File: config.mk
export PLATFORM = sky130hd
export DESIGN_NAME = tape_mem_arbiter
export DESIGN_NICKNAME = d
export VERILOG_FILES = /design/src/rtl/tape_mem_arbiter.sv
export SDC_FILE = /design/constraint.sdc
export NUM_CORES = 1
export LEC_CHECK = 0
export CORE_ASPECT_RATIO = 0.9
export CORE_MARGIN = 2
export CORE_UTILIZATION = 30
export CTS_CLUSTER_DIAMETER = 50
export DETAILED_ROUTE_END_ITERATION = 8
export MAX_ROUTING_LAYER = met4
export SKIP_LAST_GASP = 1
export SYNTH_ARGS = -nofsm -noshare
export SYNTH_HDL_FRONTEND = slang
export SYNTH_SLANG_ARGS = --single-unit
export TNS_END_PERCENT = 50
File: constraint.sdc
create_clock -name clk_sys -period 1.91 [get_ports clk_sys]
set_input_delay 0.382 -clock clk_sys [delete_from_list [all_inputs] [get_ports clk_sys]]
set_output_delay 0.382 -clock clk_sys [all_outputs]
set_load 0.02 [all_outputs]
File: src/rtl/tape_mem_arbiter.sv
// Shares one byte-wide, single-outstanding memory read port between two level-request
// byte readers. A read that never gets mem_ready returns 8'hFF and sets a sticky err.
module tape_mem_arbiter #(
    parameter int AW         = 25,
    parameter int TIMEOUT    = 1024,
    parameter int FIXED_PRIO = 0
) (
    input  logic          clk_sys,
    input  logic          reset,
    input  logic          a_req,
    input  logic [AW-1:0] a_addr,
    output logic          a_en,
    output logic [7:0]    a_dout,
    input  logic          b_req,
    input  logic [AW-1:0] b_addr,
    output logic          b_en,
    output logic [7:0]    b_dout,
    output logic          mem_rd,
    output logic [AW-1:0] mem_addr,
    input  logic          mem_ready,
    input  logic [7:0]    mem_dout,
    output logic          busy,
    output logic          err,
    input  logic          err_clr
);
    localparam int CW = $clog2(TIMEOUT) + 1;
    // Counter reads TIMEOUT-2 in the cycle where it steps to TIMEOUT-1, so the
    // abandoned read completes TIMEOUT cycles after mem_rd.
    localparam logic [CW-1:0] CNT_LAST = CW'(TIMEOUT - 2);

    typedef enum logic [1:0] {S_IDLE, S_ISSUE, S_WAIT, S_DONE} state_t;

    state_t        r_state;
    logic          r_owner;   // 0 = A, 1 = B
    logic          r_last;    // last served, same encoding
    logic [1:0]    r_mask_a;
    logic [1:0]    r_mask_b;
    logic [CW-1:0] r_cnt;
    logic          r_a_en;
    logic          r_b_en;
    logic          r_mem_rd;
    logic          r_err;
    logic [AW-1:0] r_mem_addr;
    logic [7:0]    r_a_dout;
    logic [7:0]    r_b_dout;

    logic          w_elig_a;
    logic          w_elig_b;
    logic          w_pick_b;
    logic          w_timeout;
    logic [7:0]    w_rdata;

    assign w_elig_a  = a_req && (r_mask_a == 2'd0);
    assign w_elig_b  = b_req && (r_mask_b == 2'd0);
    assign w_pick_b  = w_elig_b && (!w_elig_a || (FIXED_PRIO == 0 && !r_last));
    assign w_timeout = (r_cnt == CNT_LAST);
    assign w_rdata   = mem_ready ? mem_dout : 8'hFF;

    always_ff @(posedge clk_sys or posedge reset) begin
        if (reset) begin
            r_state    <= S_IDLE;
            r_owner    <= 1'b0;
            r_last     <= 1'b1;
            r_mask_a   <= 2'd0;
            r_mask_b   <= 2'd0;
            r_cnt      <= '0;
            r_a_en     <= 1'b0;
            r_b_en     <= 1'b0;
            r_mem_rd   <= 1'b0;
            r_err      <= 1'b0;
            r_mem_addr <= '0;
            r_a_dout   <= 8'h00;
            r_b_dout   <= 8'h00;
        end else begin
            r_a_en   <= 1'b0;
            r_b_en   <= 1'b0;
            r_mem_rd <= 1'b0;
            if (r_mask_a != 2'd0) r_mask_a <= r_mask_a - 2'd1;
            if (r_mask_b != 2'd0) r_mask_b <= r_mask_b - 2'd1;
            if (err_clr) r_err <= 1'b0;

            case (r_state)
                S_IDLE: begin
                    if (w_elig_a || w_elig_b) begin
                        r_owner    <= w_pick_b;
                        r_mem_addr <= w_pick_b ? b_addr : a_addr;
                        r_mem_rd   <= 1'b1;
                        r_state    <= S_ISSUE;
                    end
                end
                S_ISSUE: begin
                    r_cnt   <= '0;
                    r_state <= S_WAIT;
                end
                S_WAIT: begin
                    r_cnt <= r_cnt + 1'b1;
                    // Data and strobe land together so dout is valid in the en cycle.
                    if (mem_ready || w_timeout) begin
                        if (r_owner) begin
                            r_b_dout <= w_rdata;
                            r_b_en   <= 1'b1;
                        end else begin
                            r_a_dout <= w_rdata;
                            r_a_en   <= 1'b1;
                        end
                        if (!mem_ready) r_err <= 1'b1;
                        r_state <= S_DONE;
                    end
                end
                S_DONE: begin
                    r_last <= r_owner;
                    // Two-cycle mask covers the requester's late drop of x_req.
                    if (r_owner) r_mask_b <= 2'd2;
                    else         r_mask_a <= 2'd2;
                    r_state <= S_IDLE;
                end
                default: r_state <= S_IDLE;
            endcase
        end
    end

    assign a_en     = r_a_en;
    assign b_en     = r_b_en;
    assign a_dout   = r_a_dout;
    assign b_dout   = r_b_dout;
    assign mem_rd   = r_mem_rd;
    assign mem_addr = r_mem_addr;
    assign err      = r_err;
    assign busy     = (r_state != S_IDLE);
endmodule

# After elaboration in Yosys (flattened, before gate mapping)

Cells that the tools add are included.

Register bits: 64
Input port bits: 64
Output and inout bits: 46
Word-level logic and storage cells: 66

Add/sub/neg operators: 3
Eq/ne operators: 6
Mux-type cells: 24
Bitwise operators: 1
Reductions and logical operators: 19

Operator list:

| kind                                                                    | number |
|---|---|
| 25-bit 2-to-1 mux                                                       | 1 |
| 11-bit one-hot mux with 2 select lines                                  | 1 |
| 2-bit 2-to-1 mux                                                        | 8 |
| 1-bit 2-to-1 mux                                                        | 12 |
| 11-bit by 1-bit adder with 11-bit output, second input constant         | 1 |
| 11-bit by 10-bit equality test with 1-bit output, second input constant | 1 |
| 8-bit 2-to-1 mux                                                        | 1 |
| 2-bit one-hot mux with 4 select lines                                   | 1 |
| 2-bit nonzero test                                                      | 4 |
| 2-bit logical NOT                                                       | 3 |
| 3-bit AND reduction                                                     | 2 |
| 2-bit equality test, second input constant                              | 2 |
| 2-bit inequality test, second input constant                            | 2 |
| 2-bit AND reduction                                                     | 2 |
| 2-bit by 1-bit subtractor with 2-bit output, second input constant      | 2 |
| 1-bit logical AND                                                       | 3 |
| 1-bit logical OR                                                        | 3 |
| 2-bit by 1-bit equality test with 1-bit output, second input constant   | 1 |
| 1-bit logical NOT                                                       | 2 |
| 1-bit NOT                                                               | 1 |

# Longest topological paths before layout

Gate-level depths: netlist of the first run.

Word-level depth: 6
Depth in mapped cells: 8
Gate-level depth less buffers: 6

# Worst setup path before layout of the first run

No wires, ideal clock.

Path type: register -> register
Start point: register r_cnt[0]
End point: register r_b_dout[0], in the netlist b_dout[0]
Data arrival time: 1.396 ns
Path slack: 0.449 ns
Stages on the path, launching flop included: 8
Path buffers: 1
Period minus slack after synthesis: 1.461 ns
Path through: dfrtp_1 -> inv_1 -> ha_1 -> nand2_1 -> nor4_4 -> o211a_1 -> buf_4 -> o22a_1

Word-level cells in the longest chain between the ends: 3

Ends and longest elaborated chain:

| what                                             | line | text |
|---|---|---|
| start, declared                                  | 38   | `logic [CW-1:0] r_cnt;` |
| start signal, assigned                           | 96   | `r_cnt <= r_cnt + 1'b1;` |
| 11-bit by 10-bit equality test with 1-bit output | 56   | `assign w_timeout = (r_cnt == CNT_LAST);` |
| 1-bit logical OR                                 | 98   | `if (mem_ready \|\| w_timeout) begin` |
| 3-bit AND reduction (no line)                    | n/a  |  |
| end signal, assigned                             | 100  | `r_b_dout <= w_rdata;` |
| end, declared                                    | 45   | `logic [7:0] r_b_dout;` |

No other way between the ends.
A chain may end at the register's enable or synchronous reset.

# Final worst setup path of the first run

Start point: register r_cnt[0]
End point: register r_b_dout[2], in the netlist b_dout[2]

The elaborated chain is that of the path after synthesis.

==> results of run 1 <==
[logic make-up (layout without fill, tap and decap cells)]
family,Yosys count,in the layout,synth area share (%)
simple gates,67,67,11.7
mux,27,27,9.51
fa+ha+maj,5,5,2.19
flops,64,64,56.1
xor+xnor,2,2,0.614
compound gates,68,68,15.5
buf+inv,23,147,4.38
[path summary, 6_finish.rpt]
kind	slack (ns)	endpoint	depth (start not counted)
max in group asynchronous	0.94	r_last	3
worst min register to register	0.48	mem_addr[21]	2
worst max-delay path	0.18	b_dout[2]	6
worst max register to register	0.18	b_dout[2]	6
worst min-delay path	0.41	mem_addr[2]	2
min in group clk_sys	0.48	mem_addr[21]	2
[power by group through the flow]
stage / Clock (mW) / Combinational (mW) / Sequential, mW
5_1_grt: 1.27 / 3.66 / 2.30
2_1_floorplan: 0 / 1.40 / 2.75
3_3_place_gp: 0 / 3.36 / 2.23
3_5_place_dp: 0 / 3.41 / 2.25
6_report: 1.15 / 3.36 / 2.22
4_1_cts: 1.21 / 3.40 / 2.23
[worst max-delay path, stage by stage, from the launching register on]
cell and delay (ns):
dfrtp_1 0.40, inv_1 0.10, ha_1 0.15, nand2_1 0.08
nor4_4 0.38, o211a_1 0.38, o22a_1 0.19
[metal layers]
metal / wire length (µm) / vias to the layer above / GRT usage, %
li1: - / 1138 / -
met1: 3190 / 1090 / 18.6
met2: 3370 / 64 / 21.4
met3: 339 / 7 / 4.16
met4: 99 / 0 / 5.74
met5: 0 / - / -
[synthesized netlist by cell type (all sizes together)]
cell     instances
nand2           38
inv             11
ha               5
o211a            1
a31oi            2
o22a            16
a21o             2
dfrtp           63
nor3b            3
mux2             1
o2bb2ai          1
nand3            7
a21boi           1
buf              6
nor4             1
nand2b           1
nor3             3
o21a             1
nor2             6
a22oi            1
nand4            1
dfstp            1
xnor2            2
mux2i           26
o31ai            2
clkbuf           6
nor2b            1
a22o             1
and3b            1
o21ai           37
or3              1
and3             4
o32ai            1
o22ai            1
a21oi            1
[what timing repair did]
| item | in CTS | in global routing |
|---|---|---|
| endpoints found under the setup margin | 1 | 1 |
| gates resized for setup | 1 | 2 |
| buffers inserted | 0 | 0 |
| cloned | 0 | 0 |
| hold buffers | 0 | 0 |
| pin swaps | 0 | 0 |
[flip-flops by register name, indices dropped and copies added, names as in the netlist, 2 cells and up]
signal	count
mem_addr	25
r_cnt	11
a_dout	8
b_dout	8
r_mask_a	2
r_mask_b	2
r_state	2
[final cells by class]
| class | count | area, µm² | share of cell area, % |
|---|---|---|---|
| sequential | 64 | 1600 | 36.7 |
| timing repair buffer | 120 | 1220 | 27.9 |
| multi-input combinational | 169 | 1150 | 26.3 |
| tap | 122 | 153 | 3.50 |
| clock buffer | 11 | 141 | 3.24 |
| clock inverter | 5 | 56.3 | 1.29 |
| inverter | 11 | 45.0 | 1.03 |
[through the flow]
step | instance area [µm²] | std cells | worst slack (ns) | power (mW) | TNS (ns)
final | 4360 | 502 | 0.177 | 6.73 | 0
after global routing | 4360 | 502 | 0.0209 | 7.23 | 0
after CTS | 4370 | 502 | 0.0299 | 6.84 | 0
after detailed placement | 4170 | 486 | -0.00200 | 5.66 | -0.00200
after global placement | 4170 | 486 | 0.0225 | 5.60 | 0
after floorplan | 2860 | 256 | 0.449 | 4.15 | 0
==> results.sh, run 1 <==
export IMPL_finClkSkew_ns=0.00784
export IMPL_regToRegStartpoint="r_cnt[0]"
export IMPL_hold_viol=0
export IMPL_final_nets=444
export IMPL_drtPass1Iterations=4
export IMPL_die_area_um2=10300
export IMPL_grt_pass1_vias=2275
export IMPL_yosysTopAreaCell="dfrtp_1"
export IMPL_fin_crit_ns=1.73
export IMPL_startpoint="r_cnt[0]"
export IMPL_area_growth_pct=52.8
export IMPL_tightest_slew_ns=0.462
export IMPL_start_util_pct=31.1
export IMPL_cap_violations=0
export IMPL_ant_nets=0
export IMPL_antenna_found_initial=0
export IMPL_post_route_util_pct=47.6
export IMPL_syn_nets=325
export IMPL_critical_path_startpoint_type="flip-flop"
export IMPL_max_slew_margin_pct=69.1
export IMPL_drive_above_1_share_pct=9.47
export IMPL_cts_sink_count=64
export IMPL_clk_latency_ns=0.33
export IMPL_via_count=2299
export IMPL_ys_ff_latch=64
export IMPL_synth_distinct_cells=40
export IMPL_ir_drop_mv=0.514
export IMPL_synth_area_top_cells="dfrtp_1 55%, mux2i_1 9.1%, nand2_1 5.0%, o22a_1 4.9%, o21ai_1 3.5%"
export IMPL_fp_dieW_um=107
export IMPL_seqPwrFrac_pct=33.0
export IMPL_cp_end_kind="flip-flop"
export IMPL_nFillCells=877
export IMPL_power_density_nw_per_um2=1540
export IMPL_place_congestion=0.764
export IMPL_slew_viol_final=0
export IMPL_wirelength_um=7000
export IMPL_yosysSeqAreaShare_pct=56.1
export IMPL_htree_levels=3
export IMPL_grt_usage_pct=14.4
export IMPL_synthesis_area_um2=2860
export IMPL_synthesis_area_per_instance_um2=11.2
export IMPL_fp_row_count=33
export IMPL_yosys_warnings=0
export IMPL_remaining_drc_errors=0
export IMPL_coreArea_um2=9170
export IMPL_viasPerCell=4.58
export IMPL_status="complete, no violations"
export IMPL_cts_buffers=9
export IMPL_hp_class="in2async"
export IMPL_most_common_layout_cells="108 x clkdlybuf4s50_1, 63 x dfrtp_1, 38 x nand2_1"
export IMPL_port_buffers=109
export IMPL_synth_top_cell_area_share_pct=55.2
export IMPL_crit_type="reg2reg"
export IMPL_internal_power_mw=4.19
export IMPL_arrival_ns=2.01
export IMPL_clockBufferDepth=2
export IMPL_grt_setup_unrepaired="false"
export IMPL_drt_iter0_drc=71
export IMPL_die_y_um=96.6
export IMPL_swShare_pct=37.8
export IMPL_cts_root_buf="clkbuf_8"
export IMPL_cts_tree="yes"
export IMPL_crit_required_ns=2.18
export IMPL_final_common_cell="clkdlybuf4s50_1"
export IMPL_clk_pin_slew_worst_paths_ns=0.07
export IMPL_fmax_mhz=577
export IMPL_setup_viol=0
export IMPL_clkPwrFrac_pct=17.1
export IMPL_whs_ns=0.411
export IMPL_worstPathMaxFanout=9
export IMPL_power_leakage_nw=1.90
export IMPL_p_comb_share_pct=49.9
export IMPL_synth_cells=256
export IMPL_period_share_pct=90.7
export IMPL_dp_hpwl_um=5120
export IMPL_wl_per_cell_um=13.9
export IMPL_grt_overflow=0
export IMPL_ioPinCount=110
export IMPL_grt_pass1_wl_um=11300
export IMPL_grt_start_max_net_pins=34
export IMPL_antennaDiodeCount=0
export IMPL_p_switching_mw=2.54
Power figures use the tool's default switching activity.
==> run 2: changes to the inputs <==
--- a/config.mk
+++ b/config.mk
@@ -11,6 +11,7 @@
 export CTS_CLUSTER_DIAMETER = 50
 export DETAILED_ROUTE_END_ITERATION = 8
 export MAX_ROUTING_LAYER = met4
+export SKIP_CTS_REPAIR_TIMING = 1
 export SKIP_LAST_GASP = 1
 export SYNTH_ARGS = -nofsm -noshare
 export SYNTH_HDL_FRONTEND = slang
==> run 2 against run 1 <==
- routed wire length hardly changed
- sequential share of layout area down 0.063 points
- count of clock-buffer cells in the layout unchanged
- clock skew hardly changed
==> results.sh, run 2 (synthesis gave the netlist of run 1 again) <==
export IMPL_max_slew_margin_pct=69.1
export IMPL_remaining_drc_errors=0
export IMPL_critical_path_slowest_cell="dfrtp_1"
export IMPL_cpPeakStageDelay_ns=0.35
export IMPL_cts_tree="yes"
export IMPL_tightest_slew_ns=0.462
export IMPL_status="complete, no violations"
export IMPL_die_y_um=96.6
export IMPL_coreArea_um2=9170
export IMPL_worstPathMaxFanout=3
export IMPL_grt_start_max_net_pins=34
export IMPL_final_common_cell="clkdlybuf4s50_1"
export IMPL_cts_root_buf="clkbuf_8"
export IMPL_most_common_layout_cells="108 x clkdlybuf4s50_1, 63 x dfrtp_1, 38 x nand2_1"
export IMPL_grt_setup_unrepaired="false"
export IMPL_crit_chain="inv_1 > ha_1 > inv_1 > dlymetal6s2s_1"
export IMPL_port_buffers=109
export IMPL_hp_class="in2async"
export IMPL_antennaDiodeCount=0
export IMPL_r2r_slack_ns=0.18
export IMPL_crit_top_cell="inv_1"
export IMPL_wirelength_um=7000
export IMPL_cts_sink_count=64
export IMPL_clk_latency_ns=0.33
export IMPL_ant_nets=0
export IMPL_crit_type="reg2out"
export IMPL_finClkSkew_ns=0.00781
export IMPL_final_nets=444
export IMPL_drtPass1Iterations=4
export IMPL_start_util_pct=31.1
export IMPL_antenna_found_initial=0
export IMPL_cp_end_kind="primary output"
export IMPL_period_share_pct=91.2
export IMPL_area_growth_pct=53.1
export IMPL_drt_iter0_drc=71
export IMPL_fmax_mhz=574
export IMPL_setup_viol=0
export IMPL_htree_levels=3
export IMPL_slew_viol_final=0
export IMPL_cts_buffers=9
export IMPL_critical_path_startpoint_type="flip-flop"
export IMPL_fp_dieW_um=107
export IMPL_fin_crit_ns=1.74
export IMPL_cap_violations=0
export IMPL_grt_overflow=0
export IMPL_clockBufferDepth=2
export IMPL_hold_viol=0
export IMPL_dpl_cell_count=486
export IMPL_grt_usage_pct=14.4
export IMPL_arrival_ns=1.36
export IMPL_clk_pin_slew_worst_paths_ns=0.07
export IMPL_dp_hpwl_um=5120
export IMPL_drive_above_1_share_pct=9.21
export IMPL_grt_pass1_wl_um=11200
export IMPL_power_density_nw_per_um2=1540
export IMPL_crit_required_ns=1.53
export IMPL_die_area_um2=10300
export IMPL_fin_cells=502
export IMPL_viasPerCell=4.58
export IMPL_fp_row_count=33
export IMPL_largest_reg_flops=25
export IMPL_wl_per_cell_um=13.9
export IMPL_place_congestion=0.764
export IMPL_grt_pass1_vias=2275
export IMPL_via_count=2299
export IMPL_whs_ns=0.411
export IMPL_power_leakage_nw=1.90
export IMPL_ir_drop_mv=0.514
export IMPL_ioPinCount=110
run 2: cell type report:
class	instances	area (µm²)
Timing Repair Buffer	120	1230
Clock buffer	11	141
Sequential cell	64	1600
Multi-Input combinational cell	169	1150
Clock inverter	5	56.3
Tap cell	122	153
Inverter	11	45.0
Fill cell	876	4800
run 2: power by group:
part / leakage, nW / internal [mW] / switching, mW
logic: 1.01 / 1.65 / 1.71
clock network: 0.0993 / 0.636 / 0.518
registers: 0.796 / 1.91 / 0.312
run 2: worst paths after layout:
| check | start | cells after the start | end |
|---|---|---|---|
| setup / recovery | r_state[0] | 4 | busy |
| hold / removal | reset | 2 | mem_addr[2] |
| setup reg to reg | r_cnt[0] | 6 | b_dout[2] |
| hold reg to reg | mem_addr[21] | 2 | mem_addr[21] |
| max in group asynchronous | reset | 3 | r_last |
| min in group clk_sys | mem_addr[21] | 2 | mem_addr[21] |
run 2: through the flow:
step	setup slack (ns)	instance area, µm²	power [mW]	util [%]	setup TNS, ns
after detailed placement	-0.00200	4170	5.66	45.5	-0.00200
after CTS	-0.246	4370	6.85	47.7	-0.246
after floorplan	0.449	2860	4.15	-	0
final	0.169	4370	6.74	47.7	0
after global routing	0.0209	4370	7.24	47.7	0
after global placement	0.0225	4170	5.60	45.5	0
run 2: worst max-delay path, delay by kind of cell, from the launching register on:
kind | cells | cell delay [ns]
adder cells (fa/ha/maj) | 1 | 0.25
buffers and inverters | 3 | 0.43
flip-flops | 1 | 0.35
run 2: per-layer routing:
layer  GRT usage, %  routed length (µm)
met1           18.6                3190
met4           5.74                  99
met3           4.16                 339
met5              -                   0
met2           21.4                3370
==> run 3: changes to the inputs <==
--- a/config.mk
+++ b/config.mk
@@ -10,7 +10,9 @@
 export CORE_UTILIZATION = 30
 export CTS_CLUSTER_DIAMETER = 50
 export DETAILED_ROUTE_END_ITERATION = 8
+export HOLD_SLACK_MARGIN = 0.08
 export MAX_ROUTING_LAYER = met4
+export PLACE_DENSITY = 0.59
 export SKIP_CTS_REPAIR_TIMING = 1
 export SKIP_LAST_GASP = 1
 export SYNTH_ARGS = -nofsm -noshare
==> run 3 against run 2 <==
- global-route usage rose by 0.49 points
- hold slack lost 0.053 ns
- clock power rose by 12%
- via count up 2.1%
- power increased by 2.9%
- clock skew rose by 0.0016 ns
- critical path type is now reg2reg
- largest cell class unchanged
==> results.sh, run 3 (synthesis gave the netlist of run 1 again) <==
export IMPL_status="complete, no violations"
export IMPL_grt_start_max_net_pins=33
export IMPL_grt_pass1_wl_um=11400
export IMPL_fp_row_count=33
export IMPL_tightest_slew_ns=0.402
export IMPL_clk_latency_ns=0.34
export IMPL_slew_viol_final=0
export IMPL_grt_overflow=0
export IMPL_r2r_cells=6
export IMPL_fmax_mhz=566
export IMPL_final_common_cell="clkdlybuf4s50_1"
export IMPL_drtPass1Iterations=4
export IMPL_start_util_pct=31.1
export IMPL_antenna_found_initial=0
export IMPL_critical_path_startpoint_type="flip-flop"
export IMPL_htree_levels=3
export IMPL_wirelength_um=7300
export IMPL_period_share_pct=92.6
export IMPL_viasPerCell=4.68
export IMPL_cts_buffers=9
export IMPL_ir_drop_mv=0.551
export IMPL_dp_hpwl_um=5410
export IMPL_ioPinCount=110
export IMPL_cts_root_buf="clkbuf_8"
export IMPL_timing_final_ws_setup_ns=0.142
export IMPL_setup_tns_ns=0
export IMPL_die_y_um=96.6
export IMPL_wl_met2_um=3550
export IMPL_grt_usage_pct=14.9
export IMPL_hp_class="in2async"
export IMPL_setup_viol=0
export IMPL_post_place_ws_ns=-0.0143
export IMPL_ant_nets=0
export IMPL_cp_end_kind="flip-flop"
export IMPL_area_growth_pct=54.6
export IMPL_antennaDiodeCount=0
export IMPL_wl_met3_um=357
export IMPL_finClkSkew_ns=0.00944
export IMPL_coreArea_um2=9170
export IMPL_remaining_drc_errors=0
export IMPL_clk_pin_slew_worst_paths_ns=0.07
export IMPL_crit_required_ns=2.18
export IMPL_most_common_layout_cells="108 x clkdlybuf4s50_1, 63 x dfrtp_1, 38 x nand2_1"
export IMPL_regToRegStartpoint="r_cnt[0]"
export IMPL_r2r_slack_ns=0.14
export IMPL_drt_met1_wl_um=3270
export IMPL_max_slew_margin_pct=73.1
export IMPL_clockBufferDepth=2
export IMPL_arrival_ns=2.04
export IMPL_cap_violations=0
export IMPL_power_leakage_nw=1.93
export IMPL_nFillCells=876
export IMPL_place_congestion=0.777
export IMPL_grt_setup_unrepaired="false"
export IMPL_cts_sink_count=64
export IMPL_grt_pass1_vias=2281
export IMPL_port_buffers=109
export IMPL_fin_crit_ns=1.77
export IMPL_hold_viol=0
export IMPL_drt_iter0_drc=88
export IMPL_worstPathMaxFanout=9
export IMPL_crit_type="reg2reg"
export IMPL_r2r_end="b_dout[3]"
export IMPL_drive_above_1_share_pct=9.21
export IMPL_power_density_nw_per_um2=1570
export IMPL_fp_dieW_um=107
export IMPL_wl_per_cell_um=14.5
export IMPL_final_nets=445
export IMPL_via_count=2348
export IMPL_dr_max_layer_used="met4"
export IMPL_cts_tree="yes"
export IMPL_startpoint="r_cnt[0]"
export IMPL_endpoint="b_dout[3]"
export IMPL_largest_reg_flops=25
export IMPL_die_area_um2=10300
[run 3: changes by cell type in the layout (fill, tap and decap cells not counted), sizes merged]
cell	previous run	this run
bufinv	1	2
buf	11	12
clkinv	3	1
clkinvlp	2	1
clkbuf	11	12
[run 3: worst min path at each step]
stage / start / to / slack [ns] / cells after the start
floorplan: r_mask_a[0] / r_mask_a[0] / 0.45 / 1
global placement: r_mask_a[0] / r_mask_a[0] / 0.46 / 1
detailed placement: r_mask_a[0] / r_mask_a[0] / 0.47 / 1
CTS: reset / mem_addr[5] / 0.36 / 2
global route: reset / mem_addr[4] / 0.39 / 2
finish: reset / mem_addr[5] / 0.36 / 2
[run 3: where the power goes]
part / total (mW) / switching [mW] / internal (mW)
clock network: 1.29 / 0.496 / 0.798
logic: 3.42 / 1.75 / 1.67
registers: 2.22 / 0.312 / 1.91
total: 6.93 / 2.55 / 4.38
[run 3: cell type report]
class / instances / area, µm² / area share, %
Clock buffer: 12 / 155 / 3.52
Clock inverter: 3 / 65.1 / 1.47
Inverter: 11 / 45.0 / 1.02
Multi-Input combinational cell: 169 / 1150 / 26.0
Sequential cell: 64 / 1600 / 36.3
Tap cell: 122 / 153 / 3.46
Timing Repair Buffer: 121 / 1250 / 28.2
[run 3: metrics by stage]
stage | hold WS (ns) | power, mW | util [%] | instances | instance area, µm²
detailed placement | 0.469 | 5.71 | 45.7 | 487 | 4190
global route | 0.392 | 7.39 | 48.1 | 502 | 4410
finish | 0.358 | 6.93 | 48.1 | 502 | 4410
global placement | 0.462 | 5.65 | 45.7 | 487 | 4190
floorplan | 0.452 | 4.15 | - | 256 | 2860
CTS | 0.362 | 7.02 | 48.1 | 502 | 4410
[run 3: routing by layer]
metal | track usage [%] | vias up
met5 | - | -
met4 | 6.17 | 0
met3 | 3.15 | 10
met2 | 23.3 | 64
met1 | 18.9 | 1126
li1 | - | 1148
[run 3: critical path, cell delays in order, from the launching register on]
cell and delay (ns):
dfrtp_1 0.41, inv_1 0.10, ha_1 0.14, nand2_1 0.09, nor4_4 0.36, o211a_1 0.41, o22a_1 0.19
